==> src/rtl/fetch_pc.sv <==
// Instruction-fetch stage: PC, single-outstanding imem request,
// one-entry skid buffer to decode, redirect squash and HALT latch.
module fetch_pc #(
    parameter logic [15:0] RESET_PC = 16'h0000,
    parameter logic [15:0] NOP      = 16'h0800
) (
    input  logic        clk,
    input  logic        rst,
    input  logic        brTaken,
    input  logic [15:0] brTarget,
    input  logic        jump,
    input  logic [15:0] jumpTarget,
    input  logic        stall,
    input  logic        halt,
    output logic        imemReq,
    output logic [15:0] imemAddr,
    input  logic        imemDone,
    input  logic [15:0] imemData,
    output logic [15:0] instr,
    output logic [15:0] pcPlus2,
    output logic        instrValid,
    output logic        halted
);

    typedef enum logic [1:0] {
        ISSUE,
        WAIT,
        HALTED
    } state_t;

    state_t      state;
    logic [15:0] pc;
    logic [15:0] skidData;
    logic [15:0] skidPc2;
    logic        skidValid;
    logic        squash;

    logic        redirect;
    logic [15:0] target;
    logic [15:0] pcNext2;
    logic        free;
    logic        consume;
    logic        doHalt;
    logic        accept;

    // Once halted, redirects no longer steer the PC.
    assign redirect = (jump | brTaken) & ~halted;
    assign target   = jump ? jumpTarget : brTarget;
    assign pcNext2  = pc + 16'd2;
    assign free     = ~instrValid | ~stall;
    assign consume  = instrValid & ~stall;
    assign doHalt   = halt & consume & ~redirect & ~halted;
    assign accept   = (state == WAIT) & imemDone & ~squash;
    assign imemAddr = pc;

    assign imemReq = ~rst & (state == ISSUE) & ~halted & ~skidValid
                   & free & ~redirect & ~halt;

    always_ff @(posedge clk or posedge rst) begin
        if (rst) begin
            state      <= ISSUE;
            pc         <= RESET_PC;
            instr      <= NOP;
            pcPlus2    <= 16'h0000;
            instrValid <= 1'b0;
            halted     <= 1'b0;
            skidData   <= NOP;
            skidPc2    <= 16'h0000;
            skidValid  <= 1'b0;
            squash     <= 1'b0;
        end else if (halted) begin
            // Drain the squashed in-flight fetch before parking.
            if (state == WAIT && imemDone) begin
                state  <= HALTED;
                squash <= 1'b0;
            end
        end else if (redirect) begin
            pc         <= target;
            instrValid <= 1'b0;
            instr      <= NOP;
            skidValid  <= 1'b0;
            if (state == WAIT && !imemDone) begin
                squash <= 1'b1;
            end else begin
                squash <= 1'b0;
                state  <= ISSUE;
            end
        end else begin
            case (state)
                ISSUE: begin
                    if (doHalt)
                        state <= HALTED;
                    else if (imemReq)
                        state <= WAIT;
                end
                WAIT: begin
                    if (imemDone) begin
                        squash <= 1'b0;
                        state  <= doHalt ? HALTED : ISSUE;
                        if (accept && !doHalt)
                            pc <= pcNext2;
                    end else if (doHalt) begin
                        squash <= 1'b1;
                    end
                end
                default: ;
            endcase

            if (doHalt) begin
                instrValid <= 1'b0;
                instr      <= NOP;
                halted     <= 1'b1;
                skidValid  <= 1'b0;
            end else if (skidValid && consume) begin
                instr     <= skidData;
                pcPlus2   <= skidPc2;
                skidValid <= 1'b0;
            end else if (accept) begin
                if (free) begin
                    instr      <= imemData;
                    pcPlus2    <= pcNext2;
                    instrValid <= 1'b1;
                end else begin
                    skidData  <= imemData;
                    skidPc2   <= pcNext2;
                    skidValid <= 1'b1;
                end
            end else if (consume) begin
                instrValid <= 1'b0;
                instr      <= NOP;
            end
        end
    end

endmodule

==> config.mk <==
export PLATFORM = sky130hd
export DESIGN_NAME = fetch_pc
export DESIGN_NICKNAME = d
export VERILOG_FILES = /design/src/rtl/fetch_pc.sv
export SDC_FILE = /design/constraint.sdc
export NUM_CORES = 1
export LEC_CHECK = 0
export ABC_AREA = 1
export CORE_MARGIN = 5
export CORE_UTILIZATION = 56
export CTS_CLUSTER_SIZE = 14
export DETAILED_ROUTE_END_ITERATION = 6
export DONT_BUFFER_PORTS = 1
export GPL_TIMING_DRIVEN = 0
export HOLD_SLACK_MARGIN = 0.02
export PLACE_DENSITY = 0.8
export SETUP_SLACK_MARGIN = 0.02
export SYNTH_ARGS = -nofsm -noshare
export SYNTH_HDL_FRONTEND = slang
export SYNTH_SLANG_ARGS = --single-unit
==> constraint.sdc <==
create_clock -name clk -period 6.55 [get_ports clk]
set_clock_uncertainty 0.05 [all_clocks]
set_input_delay 0.655 -clock clk [delete_from_list [all_inputs] [get_ports clk]]
set_output_delay 0.655 -clock clk [all_outputs]
set_load 0.02 [all_outputs]
==> impl_metrics.env <==
export IMPL_drive_above_1_share_pct=11.1
export IMPL_grt_max_degree=68
export IMPL_postRouteAntennaNets=0
export IMPL_clockBufferDepth=2
export IMPL_synthDistinctLibCells=33
export IMPL_num_antenna_cells=0
export IMPL_initial_utilization_pct=56.9
export IMPL_fin_crit_ns=2.49
export IMPL_synth_warnings=0
export IMPL_vias=4556
export IMPL_place_area_um2=5050
export IMPL_gr_total_overflow=0
export IMPL_cts_root_buffer="clkbuf_8"
export IMPL_cts_resized=0
export IMPL_instances_no_fill=821
export IMPL_drt_wl_total_um=12700
export IMPL_antenna_found_initial=0
export IMPL_drt_iter0_drc=280
export IMPL_synthTopCellsByArea="dfrtp_1 (43%), nand2_1 (26%), nand3_1 (6.1%), nand4_1 (2.9%), nor2_1 (2.9%)"
export IMPL_firstDrtPassIters=5
export IMPL_postCtsSetupBuffers=0
export IMPL_hold_path_class="input pin to async pin"
export IMPL_ys_ff_latch=86
export IMPL_clk_insertion_delay_late_ns=0.36
export IMPL_portBuffers=0
export IMPL_arrival_ns=1.79
export IMPL_final_common_cell="nand2_1"
export IMPL_drc=0
export IMPL_leakage_nw=2.87
export IMPL_grt_usage_pct=24.8
export IMPL_finalSetupTns_ns=0
export IMPL_cts_hold_buf=0
export IMPL_core_area_um2=8590
export IMPL_rsz0062_at_grt="false"
export IMPL_fin_crit_sh_pct=38.0
export IMPL_wl_per_cell_um=15.4
export IMPL_grt_pass1_vias=4361
export IMPL_tightestPinTransition_ns=0.519
export IMPL_required_ns=5.84
export IMPL_multiInputGateArea_um2=2380
export IMPL_hold_viol=0
export IMPL_grt_pass1_wl_um=20900
export IMPL_htreeDepth=3
export IMPL_synthCells=696
export IMPL_maxCapViolCount=0
export IMPL_fillers=773
export IMPL_synth_area_um2=4890
export IMPL_dieArea_um2=10700
export IMPL_area_growth_pct=7.60
export IMPL_final_seq_area_um2=2150
export IMPL_fin_area_um2=5260
export IMPL_dp_cells=805
export IMPL_fmax_mhz=401
export IMPL_outcome="finished clean"
export IMPL_hpwl_um=9460
export IMPL_cts_num_sinks=86
export IMPL_slew_viol_final=0
export IMPL_die_h_um=103
export IMPL_rows=34
export IMPL_place_gp_congestion=0.862
export IMPL_ys_seq_area_share_pct=44.1
export IMPL_clk_pin_slew_worst_paths_ns=0.09
export IMPL_die_w_um=103
export IMPL_relSlewSlack_pct=65.4
export IMPL_cp_end_kind="primary output"
export IMPL_worstSetupPathType="flip-flop to primary output"
export IMPL_nets=764
export IMPL_setup_viol=0
export IMPL_cts_buffers=9
export IMPL_final_util_pct=61.2
export IMPL_cts_tree="built"
export IMPL_num_io_pins=106
export IMPL_yosysTopAreaCell="dfrtp_1"
export IMPL_final_cell_mix="nand2_1 (336), dfrtp_1 (84), nand3_1 (60), nor2_1 (38), inv_1 (34)"
export IMPL_cp_max_fo=10
export IMPL_startpoint_type="flip-flop"
export IMPL_ir_drop_v=0.0000872
export IMPL_vias_per_cell=5.55
export IMPL_avgSynthCellArea_um2=7.02
export IMPL_total_power_mw=0.989
export IMPL_synthDominantCellAreaShare_pct=43.0
export IMPL_syn_nets=752
export IMPL_power_density_nw_per_um2=188
cells by family after synthesis:
group,count (synthesis),synth area share [%]
AND/OR/NAND/NOR,490,43.4
adder cells (fa/ha/maj),1,0.256
flip-flops,86,44.1
AO/OA/AOI/OAI,41,4.53
XOR/XNOR,3,0.538
buffers and inverters,75,7.22
where the power goes:
part | internal [mW] | switching [mW] | total, mW
Sequential | 0.535 | 0.0122 | 0.547
Combinational | 0.0158 | 0.0321 | 0.0479
Clock | 0.190 | 0.205 | 0.394
routing by layer:
layer	part of all wire (%)	up-vias	global-route usage, %
met5	0	-	0
met4	1.8	0	7.27
met1	43	2098	34.0
met2	47	203	39.1
met3	8.7	25	6.44
li1	-	2230	-
layout make-up:
class                           count  share of cell area (%)
Buffer                             31                    3.47
Clock buffer                       10                    2.62
Clock inverter                      6                    1.31
Inverter                           44                    3.28
Multi-Input combinational cell    535                    45.3
Sequential cell                    86                    41.0
Tap cell                          108                    2.57
Timing Repair Buffer                1                   0.523
synth_stat cells:
| cell type | count |
|---|---|
| inv_1 | 35 |
| nand2_1 | 336 |
| dfrtp_1 | 84 |
| nor3_1 | 2 |
| buf_1 | 1 |
| buf_4 | 7 |
| a31oi_1 | 1 |
| nand3_2 | 1 |
| nand2_2 | 7 |
| nor2_4 | 3 |
| or2_2 | 6 |
| xnor2_1 | 1 |
| nor2_2 | 6 |
| o21ai_1 | 15 |
| buf_6 | 3 |
| o211ai_1 | 6 |
| a21oi_1 | 4 |
| nand3b_1 | 4 |
| o21ai_0 | 15 |
| nor2_1 | 38 |
| ha_1 | 1 |
| nor2_8 | 2 |
| clkinv_1 | 1 |
| xor2_1 | 2 |
| buf_2 | 14 |
| nand3_1 | 60 |
| nand3_4 | 1 |
| dfstp_2 | 2 |
| inv_2 | 7 |
| nand2_4 | 1 |
| inv_6 | 1 |
| nand4_1 | 23 |
| clkbuf_1 | 6 |
sequential cells by signal, summed over array words and instances, names as in the netlist:
signal      flops
pcPlus2        16
skidPc2        16
halted          1
skidValid       1
imemAddr       16
skidData       16
instrValid      1
instr          16
state           2
squash          1
worst paths after layout:
path                               from            to  slack, ns  depth (start not counted)
setup / recovery                 halted       imemReq       4.06                          6
hold / removal                      rst      instr[4]       0.06                          1
setup reg to reg            imemAddr[1]  imemAddr[15]       4.56                          8
hold reg to reg             skidPc2[10]   skidPc2[10]       0.43                          2
max in group asynchronous           rst  skidData[11]       5.76                          2
min in group clk           imemData[11]  skidData[11]       0.34                          2
worst max-delay path: stages (launching register included):
cell and delay (ns):
dfrtp_1 0.58, inv_2 0.16, buf_2 0.23, nand2_1 0.08
nor2_1 0.10, nand2_1 0.09, inv_1 0.18
metrics by stage:
stage,setup WS [ns],hold slack (ns)
6_report,4.06,0.0600
5_1_grt,3.96,0.0679
4_1_cts,4.06,0.0559
3_5_place_dp,4.13,0.409
3_3_place_gp,2.17,0.401
2_1_floorplan,2.91,0.392
(Power assumes the default switching activity.)
